<file path="config.mk">
export PLATFORM = sky130hd
export DESIGN_NAME = seg_scan_driver
export DESIGN_NICKNAME = d
export VERILOG_FILES = /design/src/rtl/seg_scan_driver.sv
export SDC_FILE = /design/constraint.sdc
export NUM_CORES = 1
export LEC_CHECK = 0
export CAP_MARGIN = 10
export CORE_ASPECT_RATIO = 0.9
export CORE_UTILIZATION = 25
export DETAILED_ROUTE_END_ITERATION = 7
export HOLD_SLACK_MARGIN = 0.03
export PLACE_DENSITY = 0.51
export SLEW_MARGIN = 20
export SYNTH_ARGS = -nofsm -noshare
export SYNTH_HDL_FRONTEND = slang
export SYNTH_SLANG_ARGS = --single-unit
export TNS_END_PERCENT = 10
</file>
<file path="constraint.sdc">
create_clock -name I_CLK -period 2.35 [get_ports I_CLK]
set_clock_uncertainty 0.15 [all_clocks]
set_input_delay 0.235 -clock I_CLK [delete_from_list [all_inputs] [get_ports I_CLK]]
set_output_delay 0.235 -clock I_CLK [all_outputs]
set_load 0.02 [all_outputs]
</file>
<file path="src/rtl/seg_scan_driver.sv">
// Multiplexed active-low seven-segment scanner; steps one digit per rising edge of I_SCAN_CLK.
// Optional leading-zero blanking is enabled by defining SEG_LEAD_ZERO_BLANK_EN.
module seg_scan_driver #(
    parameter int unsigned DIGITS = 8
) (
    input  logic                  I_CLK,
    input  logic                  Rst_n,
    input  logic                  I_SCAN_CLK,
    input  logic                  I_EN,
    input  logic [4*DIGITS-1:0]   I_DATA,
    input  logic [DIGITS-1:0]     I_DP,
    output logic [DIGITS-1:0]     O_AN,
    output logic [6:0]            O_SEG,
    output logic                  O_DP
);

    localparam int unsigned IdxW = (DIGITS > 1) ? $clog2(DIGITS) : 1;
    localparam logic [IdxW-1:0] LastIdx = IdxW'(DIGITS - 1);

    typedef enum logic {StShow, StBlank} state_e;

    state_e                state_q;
    logic                  scan_q, scan_q2;
    logic [IdxW-1:0]       index_q;
    logic [4*DIGITS-1:0]   frame_q;
    logic [DIGITS-1:0]     dp_q;
    logic [DIGITS-1:0]     an_q;
    logic [6:0]            seg_q;
    logic                  dp_out_q;

    logic                  tick;
    logic                  wrap;
    logic [IdxW-1:0]       index_d;
    logic [3:0]            nibble;
    logic [6:0]            seg_show;
    logic [DIGITS-1:0]     an_show;
    logic                  dp_show;
    logic                  show_blank;

    function automatic logic [6:0] hex_to_seg(input logic [3:0] h);
        unique case (h)
            4'h0: hex_to_seg = 7'b1000000;
            4'h1: hex_to_seg = 7'b1111001;
            4'h2: hex_to_seg = 7'b0100100;
            4'h3: hex_to_seg = 7'b0110000;
            4'h4: hex_to_seg = 7'b0011001;
            4'h5: hex_to_seg = 7'b0010010;
            4'h6: hex_to_seg = 7'b0000010;
            4'h7: hex_to_seg = 7'b1111000;
            4'h8: hex_to_seg = 7'b0000000;
            4'h9: hex_to_seg = 7'b0010000;
            4'hA: hex_to_seg = 7'b0001000;
            4'hB: hex_to_seg = 7'b0000011;
            4'hC: hex_to_seg = 7'b1000110;
            4'hD: hex_to_seg = 7'b0100001;
            4'hE: hex_to_seg = 7'b0000110;
            default: hex_to_seg = 7'b0001110;
        endcase
    endfunction

    always_comb begin
        tick     = scan_q & ~scan_q2;
        wrap     = (index_q == LastIdx);
        index_d  = wrap ? '0 : index_q + 1'b1;
        nibble   = frame_q[4*int'(index_q) +: 4];
        seg_show = hex_to_seg(nibble);
        an_show  = ~(DIGITS'(1) << index_q);
        dp_show  = ~dp_q[index_q];
    end

`ifdef SEG_LEAD_ZERO_BLANK_EN
    logic [DIGITS-1:0] lz_blank;
    logic              upper_zero;

    // A digit is blanked when it and every more-significant nibble are zero.
    always_comb begin
        lz_blank   = '0;
        upper_zero = 1'b1;
        for (int i = int'(DIGITS) - 1; i > 0; i--) begin
            upper_zero  = upper_zero & (frame_q[4*i +: 4] == 4'h0);
            lz_blank[i] = upper_zero;
        end
        show_blank = lz_blank[index_q];
    end
`else
    assign show_blank = 1'b0;
`endif

    always_ff @(posedge I_CLK) begin
        if (!Rst_n) begin
            state_q  <= StShow;
            scan_q   <= 1'b0;
            scan_q2  <= 1'b0;
            index_q  <= LastIdx;
            frame_q  <= '0;
            dp_q     <= '0;
            an_q     <= '1;
            seg_q    <= 7'h7F;
            dp_out_q <= 1'b1;
        end else begin
            scan_q  <= I_SCAN_CLK;
            scan_q2 <= scan_q;
            an_q     <= '1;
            seg_q    <= 7'h7F;
            dp_out_q <= 1'b1;
            unique case (state_q)
                StShow: begin
                    if (tick && I_EN) begin
                        state_q <= StBlank;
                        index_q <= index_d;
                        // Snapshot at wrap so a whole frame shows one coherent value.
                        if (wrap) begin
                            frame_q <= I_DATA;
                            dp_q    <= I_DP;
                        end
                    end else if (I_EN && !show_blank) begin
                        an_q     <= an_show;
                        seg_q    <= seg_show;
                        dp_out_q <= dp_show;
                    end
                end
                default: begin
                    state_q <= StShow;
                    if (I_EN && !show_blank) begin
                        an_q     <= an_show;
                        seg_q    <= seg_show;
                        dp_out_q <= dp_show;
                    end
                end
            endcase
        end
    end

    assign O_AN  = an_q;
    assign O_SEG = seg_q;
    assign O_DP  = dp_out_q;

endmodule

</file>
==> results.sh, run 1 <==
export IMPL_status="finished clean"
export IMPL_timing_critical_path_max_delay_family="compound AO/OA/AOI/OAI gates"
export IMPL_crit_path_end_kind="register"
export IMPL_fp_dieArea_um2=11700
export IMPL_grt_total_usage_pct=12.2
export IMPL_cp_num_buf_inv=2
export IMPL_power_density_nw_per_um2=700
export IMPL_path_max_fanout=10
export IMPL_initial_core_util_pct=25.9
export IMPL_htreeDepth=3
export IMPL_drv_slew=0
export IMPL_area_delta_synth_final_pct=39.7
export IMPL_grt_start_max_net_pins=41
export IMPL_synth_adder_area_share_pct=5.32
export IMPL_timing_final_crit_period_ns=2.23
export IMPL_die_width_um=114
export IMPL_detailedPlacementHpwl_mm=4.72
export IMPL_antenna_found_initial=0
export IMPL_number_of_global_route_vias_before_repair=2250
export IMPL_swShare_pct=22.4
export IMPL_largest_family_of_logic_cells_by_synthesized_area="simple AND/OR/NAND/NOR gates"
export IMPL_ant_nets=0
export IMPL_setup_tns_final_ns=0
export IMPL_clk_insertion_delay_late_ns=0.33
export IMPL_share_clk_of_total_power_pct=47.7
export IMPL_finalHoldViolCount=0
export IMPL_final_weighted_congestion_of_routability_driven_global_placement=0.793
export IMPL_cap_viol_max_count=0
export IMPL_postSynthCellCount=301
export IMPL_fmax_mhz=448
export IMPL_via_per_inst=4.30
export IMPL_drt_drc_violations_left=0
export IMPL_num_vias=2241
export IMPL_critical_path_max_stage_delay_ns=0.35
export IMPL_synthesis_area_um2=2820
export IMPL_power_share_combinational_pct=12.2
export IMPL_die_height_um=103
export IMPL_syn_nets=357
export IMPL_first_pass_grt_wire_length_mm=10.8
export IMPL_critical_path_slowest_cell="sky130_fd_sc_hd__dfxtp_2"
export IMPL_placed_cells_incl_taps=504
export IMPL_grt_setup_unrepaired="false"
export IMPL_routed_wire_length_per_instance_um=12.2
export IMPL_timing_critical_path_cells="buf_12 > mux2_2 > o22ai_1 > a221o_1 > buf_4 > ha_1 > nor3_1 > a21oi_1 > a31oi_1"
export IMPL_cellLeakagePower_nw=1.52
export IMPL_root_buffer="sky130_fd_sc_hd__clkbuf_16"
export IMPL_placementRows=36
export IMPL_worst_pin_slew_ns=0.475
export IMPL_nets=420
export IMPL_crit_path_arrival_time_ns=2.32
export IMPL_drt_pre_antenna_iters=4
export IMPL_switchingPower_mw=0.618
export IMPL_fillers=1134
export IMPL_worst_slew_margin_rel_pct=68.3
export IMPL_tritoncts="yes"
export IMPL_post_synth_xor_area_fraction_pct=0
export IMPL_clock_buffers_created_by_tritoncts=9
export IMPL_share_of_the_yosys_chip_area_belonging_to_registers_pct=44.0
export IMPL_yosysUniqueCellTypes=40
export IMPL_timing_critical_path_required_ns=2.44
export IMPL_post_synth_mux_area_share_pct=10.9
export IMPL_clk_pin_slew_worst_paths_ns=0.05
export IMPL_critical_path_class="register to register"
export IMPL_detail_route_wirelength_mm=6.36
export IMPL_post_synth_and_or_nand_nor_area_fraction_pct=17.9
export IMPL_final_layout_size_suffix_gt1_share_pct=13.6
export IMPL_grt_overflow_total=0
export IMPL_hold_class="register to register"
export IMPL_synth_warnings=0
export IMPL_tritoncts_sinks=62
export IMPL_core_area_um2=10900
export IMPL_internal_power_mw=2.15
export IMPL_timing_critical_path_from_type="register"
export IMPL_clock_path_buffers=2
export IMPL_portBuffers=59
export IMPL_irDropWorstVdd_uv=321
export IMPL_setup_viol=0
export IMPL_boundaryPins=60
export IMPL_ys_seq_elements=62
export IMPL_utilization_of_the_core_after_routing_pct=36.2
export IMPL_post_synthesis_compound_gate_area_fraction_pct=17.5
export IMPL_final_instance_count_excl_fill=521
export IMPL_synth_avg_cell_area_um2=9.38
export IMPL_power_share_sequential_pct=40.1
export IMPL_timing_final_crit_share_pct=95.0
export IMPL_num_antenna_cells=0
export IMPL_drt_first_iter_violations=72
-- worst paths after layout --
| check | start | endpoint | slack [ns] | cells after the start |
|---|---|---|---|---|
| worst max register to register | index_q[0] | O_SEG[3] | 0.12 | 9 |
| worst min-delay path | dp_q[1] | dp_q[1] | 0.30 | 2 |
| worst min register to register | dp_q[1] | dp_q[1] | 0.30 | 2 |
| worst max-delay path | index_q[0] | O_SEG[3] | 0.12 | 9 |
-- placed cells by master, fill, tap and decap left out, types with 5 or more instances in the layout --
cell type	synthesis	final
sky130_fd_sc_hd__nand2_1	94	94
sky130_fd_sc_hd__dfxtp_1	62	61
sky130_fd_sc_hd__clkdlybuf4s50_1	0	59
sky130_fd_sc_hd__a21boi_1	41	40
sky130_fd_sc_hd__ha_1	12	12
sky130_fd_sc_hd__buf_4	0	10
sky130_fd_sc_hd__clkbuf_16	0	9
sky130_fd_sc_hd__mux2i_1	7	7
sky130_fd_sc_hd__mux4_2	6	6
sky130_fd_sc_hd__and2_1	5	5
sky130_fd_sc_hd__a21oi_1	5	5
-- power by group through the flow --
| stage | sequential (mW) | clock [mW] | combinational (mW) |
|---|---|---|---|
| finish | 1.11 | 1.32 | 0.338 |
| CTS | 1.11 | 1.35 | 0.338 |
| global placement | 1.13 | 0 | 0.333 |
| floorplan | 1.14 | 0 | 0.176 |
| detailed placement | 1.13 | 0 | 0.336 |
| global route | 1.11 | 1.40 | 0.370 |
-- timing repair --
action	in CTS	in global routing
buffers inserted	0	1
resized for setup	0	3
hold buffers	0	0
endpoints found under the setup margin	0	1
-- state kept, by name (all words and copies together), names as in the netlist --
| register | count |
|---|---|
| scan_q | 1 |
| O_DP | 1 |
| frame_q | 32 |
| dp_q | 8 |
| state_q | 1 |
| scan_q2 | 1 |
| index_q | 3 |
| O_SEG | 7 |
| O_AN | 8 |
-- final cells by class --
cell class	instances	area, um2	share of cell area (%)
clock buffers	12	256	6.50
clock inverters	4	45.0	1.14
inverters	5	18.8	0.476
multi-input cells	214	1470	37.2
flip-flops and latches	62	1240	31.5
well taps	152	190	4.82
repair buffers	72	726	18.4
-- cell families after synthesis --
kind of cell	count (synthesis)
and+or+nand+nor	119
AOI/OAI and AO/OA	63
DFF	62
buffers and inverters	25
muxes	20
adders and majority gates	12
-- Yosys cell counts --
| library cell | n | area [um2] |
|---|---|---|
| sky130_fd_sc_hd__a21boi_1 | 41 | 308 |
| sky130_fd_sc_hd__a21oi_1 | 5 | 25.0 |
| sky130_fd_sc_hd__a221o_1 | 2 | 20.0 |
| sky130_fd_sc_hd__a2bb2o_2 | 1 | 11.3 |
| sky130_fd_sc_hd__a2bb2o_4 | 1 | 20.0 |
| sky130_fd_sc_hd__a2bb2oi_2 | 2 | 30.0 |
| sky130_fd_sc_hd__a31oi_1 | 1 | 6.26 |
| sky130_fd_sc_hd__and2_1 | 5 | 31.3 |
| sky130_fd_sc_hd__and3_1 | 2 | 12.5 |
| sky130_fd_sc_hd__buf_2 | 4 | 20.0 |
| sky130_fd_sc_hd__buf_6 | 2 | 22.5 |
| sky130_fd_sc_hd__buf_8 | 1 | 15.0 |
| sky130_fd_sc_hd__clkbuf_1 | 13 | 48.8 |
| sky130_fd_sc_hd__dfxtp_1 | 62 | 1240 |
| sky130_fd_sc_hd__ha_1 | 12 | 150 |
| sky130_fd_sc_hd__inv_1 | 3 | 11.3 |
| sky130_fd_sc_hd__inv_2 | 2 | 7.51 |
| sky130_fd_sc_hd__mux2_1 | 1 | 11.3 |
| sky130_fd_sc_hd__mux2_2 | 3 | 33.8 |
| sky130_fd_sc_hd__mux2i_1 | 7 | 70.1 |
| sky130_fd_sc_hd__mux2i_2 | 1 | 13.8 |
| sky130_fd_sc_hd__mux2i_4 | 2 | 45.0 |
| sky130_fd_sc_hd__mux4_2 | 6 | 135 |
| sky130_fd_sc_hd__nand2_1 | 94 | 353 |
| sky130_fd_sc_hd__nand2b_1 | 1 | 6.26 |
| sky130_fd_sc_hd__nand3_1 | 4 | 20.0 |
| sky130_fd_sc_hd__nand4_1 | 3 | 18.8 |
| sky130_fd_sc_hd__nor2_1 | 1 | 3.75 |
| sky130_fd_sc_hd__nor2b_1 | 3 | 18.8 |
| sky130_fd_sc_hd__nor3_1 | 2 | 10.0 |
| sky130_fd_sc_hd__nor3b_1 | 2 | 15.0 |
| sky130_fd_sc_hd__nor4b_1 | 1 | 8.76 |
| sky130_fd_sc_hd__o211ai_1 | 2 | 15.0 |
| sky130_fd_sc_hd__o21ai_1 | 2 | 10.0 |
| sky130_fd_sc_hd__o21ai_2 | 1 | 8.76 |
| sky130_fd_sc_hd__o221ai_1 | 2 | 17.5 |
| sky130_fd_sc_hd__o22ai_1 | 1 | 6.26 |
| sky130_fd_sc_hd__o31a_1 | 1 | 8.76 |
| sky130_fd_sc_hd__o31ai_1 | 1 | 7.51 |
| sky130_fd_sc_hd__or3_1 | 1 | 6.26 |
-- through the flow --
stage	instance area [um2]	hold slack (ns)	total power, mW	setup slack [ns]
global placement	3630	0.292	1.46	0.151
finish	3950	0.299	2.76	0.117
floorplan	2820	0.212	1.32	0.102
global route	3950	0.313	2.89	0.0297
detailed placement	3630	0.295	1.47	0.0792
CTS	3930	0.296	2.80	0.0726
-- tightest hold or removal path: stages (launching register included) --
cell	delay, ns
sky130_fd_sc_hd__dfxtp_1	0.30
sky130_fd_sc_hd__nand2_1	0.05
sky130_fd_sc_hd__a21boi_1	0.05
-- per-layer routing --
metal / global-route usage, % / part of all wire (%) / routed length, um
met2: 18.8 / 45 / 2860
met1: 15.5 / 49 / 3090
met4: 5.39 / 1.1 / 70
met5: 0 / 0 / 0
met3: 4.12 / 5.2 / 332
(Power assumes the default switching activity.)
==> run 2, diff against run 1 <==
CORE_UTILIZATION = 38   (was 25)
PLACE_DENSITY = 0.69   (was 0.51)
==> run 2 against run 1 <==
Total power decreased by 6.5%. Critical path depth stayed put. Cell count is 11% lower. Non-clock buffer count unchanged. Worst hold slack got worse by 0.011 ns. Highest routed layer unchanged.
==> results.sh, run 2 (synthesis gave the netlist of run 1 again) <==
export IMPL_clock_path_buffers=2
export IMPL_status="finished clean"
export IMPL_pre_cts_slack_ns=0.0321
export IMPL_number_of_global_route_vias_before_repair=2185
export IMPL_r2r_end="O_SEG[3]"
export IMPL_detailedPlacementHpwl_mm=4.39
export IMPL_boundaryPins=60
export IMPL_root_buffer="sky130_fd_sc_hd__clkbuf_8"
export IMPL_number_of_cells_traversed_by_the_worst_register_to_register_path=9
export IMPL_fmax_mhz=445
export IMPL_nets=420
export IMPL_num_antenna_cells=0
export IMPL_hold_class="input port to register"
export IMPL_regMostFlops="frame_q"
export IMPL_utilization_of_the_core_after_routing_pct=53.5
export IMPL_tritoncts_sinks=62
export IMPL_switchingPower_mw=0.555
export IMPL_initial_core_util_pct=39.7
export IMPL_irDropWorstVdd_uv=389
export IMPL_cp_num_buf_inv=2
export IMPL_worst_pin_slew_ns=0.486
export IMPL_detail_route_wirelength_mm=5.86
export IMPL_critical_path_slowest_cell="sky130_fd_sc_hd__dfxtp_4"
export IMPL_via_per_inst=4.80
export IMPL_largest_register_ff_count=32
export IMPL_placementRows=29
export IMPL_path_depth=9
export IMPL_hold_worst_slack_ns=0.288
export IMPL_clk_insertion_delay_late_ns=0.34
export IMPL_cts_repair_timing_setup_buffer_count=0
export IMPL_drt_drc_violations_left=0
export IMPL_worstSetupStartpoint="index_q[0]"
export IMPL_timing_critical_path_required_ns=2.41
export IMPL_critical_path_reg2reg_startpoint="index_q[0]"
export IMPL_tritoncts="yes"
export IMPL_drt_first_iter_violations=58
export IMPL_cap_viol_max_count=0
export IMPL_power_share_combinational_pct=12.7
export IMPL_setup_tns_final_ns=0
export IMPL_layout_cells_most_common_list="sky130_fd_sc_hd__nand2_1, sky130_fd_sc_hd__dfxtp_1, sky130_fd_sc_hd__clkdlybuf4s50_1"
export IMPL_fp_dieArea_um2=7780
export IMPL_first_pass_grt_wire_length_mm=9.88
export IMPL_die_width_um=92.9
export IMPL_timing_critical_path_max_delay_family="compound AO/OA/AOI/OAI gates"
export IMPL_grt_total_usage_pct=16.4
export IMPL_timing_final_crit_period_ns=2.25
export IMPL_finalPower_mw=2.59
export IMPL_ant_nets=0
export IMPL_die_height_um=83.8
export IMPL_power_share_sequential_pct=42.8
export IMPL_regToRegSetupSlack_ns=0.10
export IMPL_area_delta_synth_final_pct=34.8
export IMPL_power_density_nw_per_um2=679
export IMPL_antenna_found_initial=0
export IMPL_grt_start_max_net_pins=41
export IMPL_internal_power_mw=2.03
export IMPL_crit_path_end_kind="register"
export IMPL_grt_setup_unrepaired="false"
export IMPL_portBuffers=59
export IMPL_timing_critical_path_cells="buf_4 > mux2_1 > o22ai_1 > a221o_1 > inv_2 > ha_1 > a21boi_1 > nor4b_2 > a31oi_1"
export IMPL_num_vias=2217
export IMPL_routed_wire_length_per_instance_um=12.7
export IMPL_swShare_pct=21.4
export IMPL_setup_viol=0
export IMPL_grt_overflow_total=0
export IMPL_final_weighted_congestion_of_routability_driven_global_placement=0.774
export IMPL_postLayoutSetupSlackWorst_ns=0.103
export IMPL_drv_slew=0
export IMPL_htreeDepth=3
export IMPL_clk_pin_slew_worst_paths_ns=0.07
export IMPL_timing_critical_path_from_type="register"
export IMPL_cp_endpoint="O_SEG[3]"
export IMPL_final_layout_size_suffix_gt1_share_pct=13.0
export IMPL_crit_path_arrival_time_ns=2.31
export IMPL_critical_path_max_stage_delay_ns=0.37
export IMPL_path_max_fanout=5
export IMPL_worst_slew_margin_rel_pct=67.5
export IMPL_core_area_um2=7110
export IMPL_cellLeakagePower_nw=1.49
export IMPL_drt_pre_antenna_iters=4
export IMPL_finalHoldViolCount=0
export IMPL_share_clk_of_total_power_pct=44.5
export IMPL_layout_cells_most_common="sky130_fd_sc_hd__nand2_1"
export IMPL_timing_final_crit_share_pct=95.6
export IMPL_clock_buffers_created_by_tritoncts=9
export IMPL_critical_path_class="register to register"
run 2: timing repair:
item / CTS / global route
setup endpoints to repair: 0 / 2
resized for setup: 0 / 3
hold buffers: 0 / 0
endpoints found under the hold margin: 0 / 0
run 2: per-stage QoR:
stage               instance area [um2]  cells
floorplan                          2820    301
global placement                   3550    446
detailed placement                 3550    446
CTS                                3800    462
global route                       3810    462
finish                             3810    462
run 2: worst min-delay path: stages:
cell and delay [ns]:
sky130_fd_sc_hd__clkdlybuf4s50_1 0.39, sky130_fd_sc_hd__nand2_1 0.05, sky130_fd_sc_hd__a21boi_1 0.05
run 2: area by class of cell:
class	count	area, um2
fill	681	3310
multi-input combinational	214	1460
sequential	62	1240
timing repair buffer	72	713
clock buffer	13	159
tap	93	116
clock inverter	3	90.1
inverter	5	18.8
run 2: worst min path at each step:
stage / start / slack, ns / to / cells after the start
2_1_floorplan: I_SCAN_CLK / 0.21 / scan_q / 1
3_3_place_gp: frame_q[20] / 0.29 / frame_q[20] / 2
3_5_place_dp: frame_q[1] / 0.29 / frame_q[1] / 2
4_1_cts: I_DATA[24] / 0.26 / frame_q[24] / 3
5_1_grt: I_DATA[31] / 0.28 / frame_q[31] / 3
6_report: I_DATA[24] / 0.29 / frame_q[24] / 3
run 2: power by group through the flow:
| stage | logic (mW) | clock network, mW | registers [mW] |
|---|---|---|---|
| 6_report | 0.329 | 1.15 | 1.11 |
| 2_1_floorplan | 0.176 | 0 | 1.14 |
| 5_1_grt | 0.359 | 1.23 | 1.11 |
| 3_3_place_gp | 0.322 | 0 | 1.13 |
| 4_1_cts | 0.330 | 1.19 | 1.11 |
| 3_5_place_dp | 0.329 | 0 | 1.13 |
run 2: routing by layer:
metal / part of all wire (%) / global-route usage [%] / vias up
li1: - / - / 1148
met1: 47 / 20.3 / 1012
met2: 48 / 26.5 / 52
met3: 4.4 / 5.10 / 5
met4: 0.99 / 6.71 / 0
met5: 0 / 0 / -
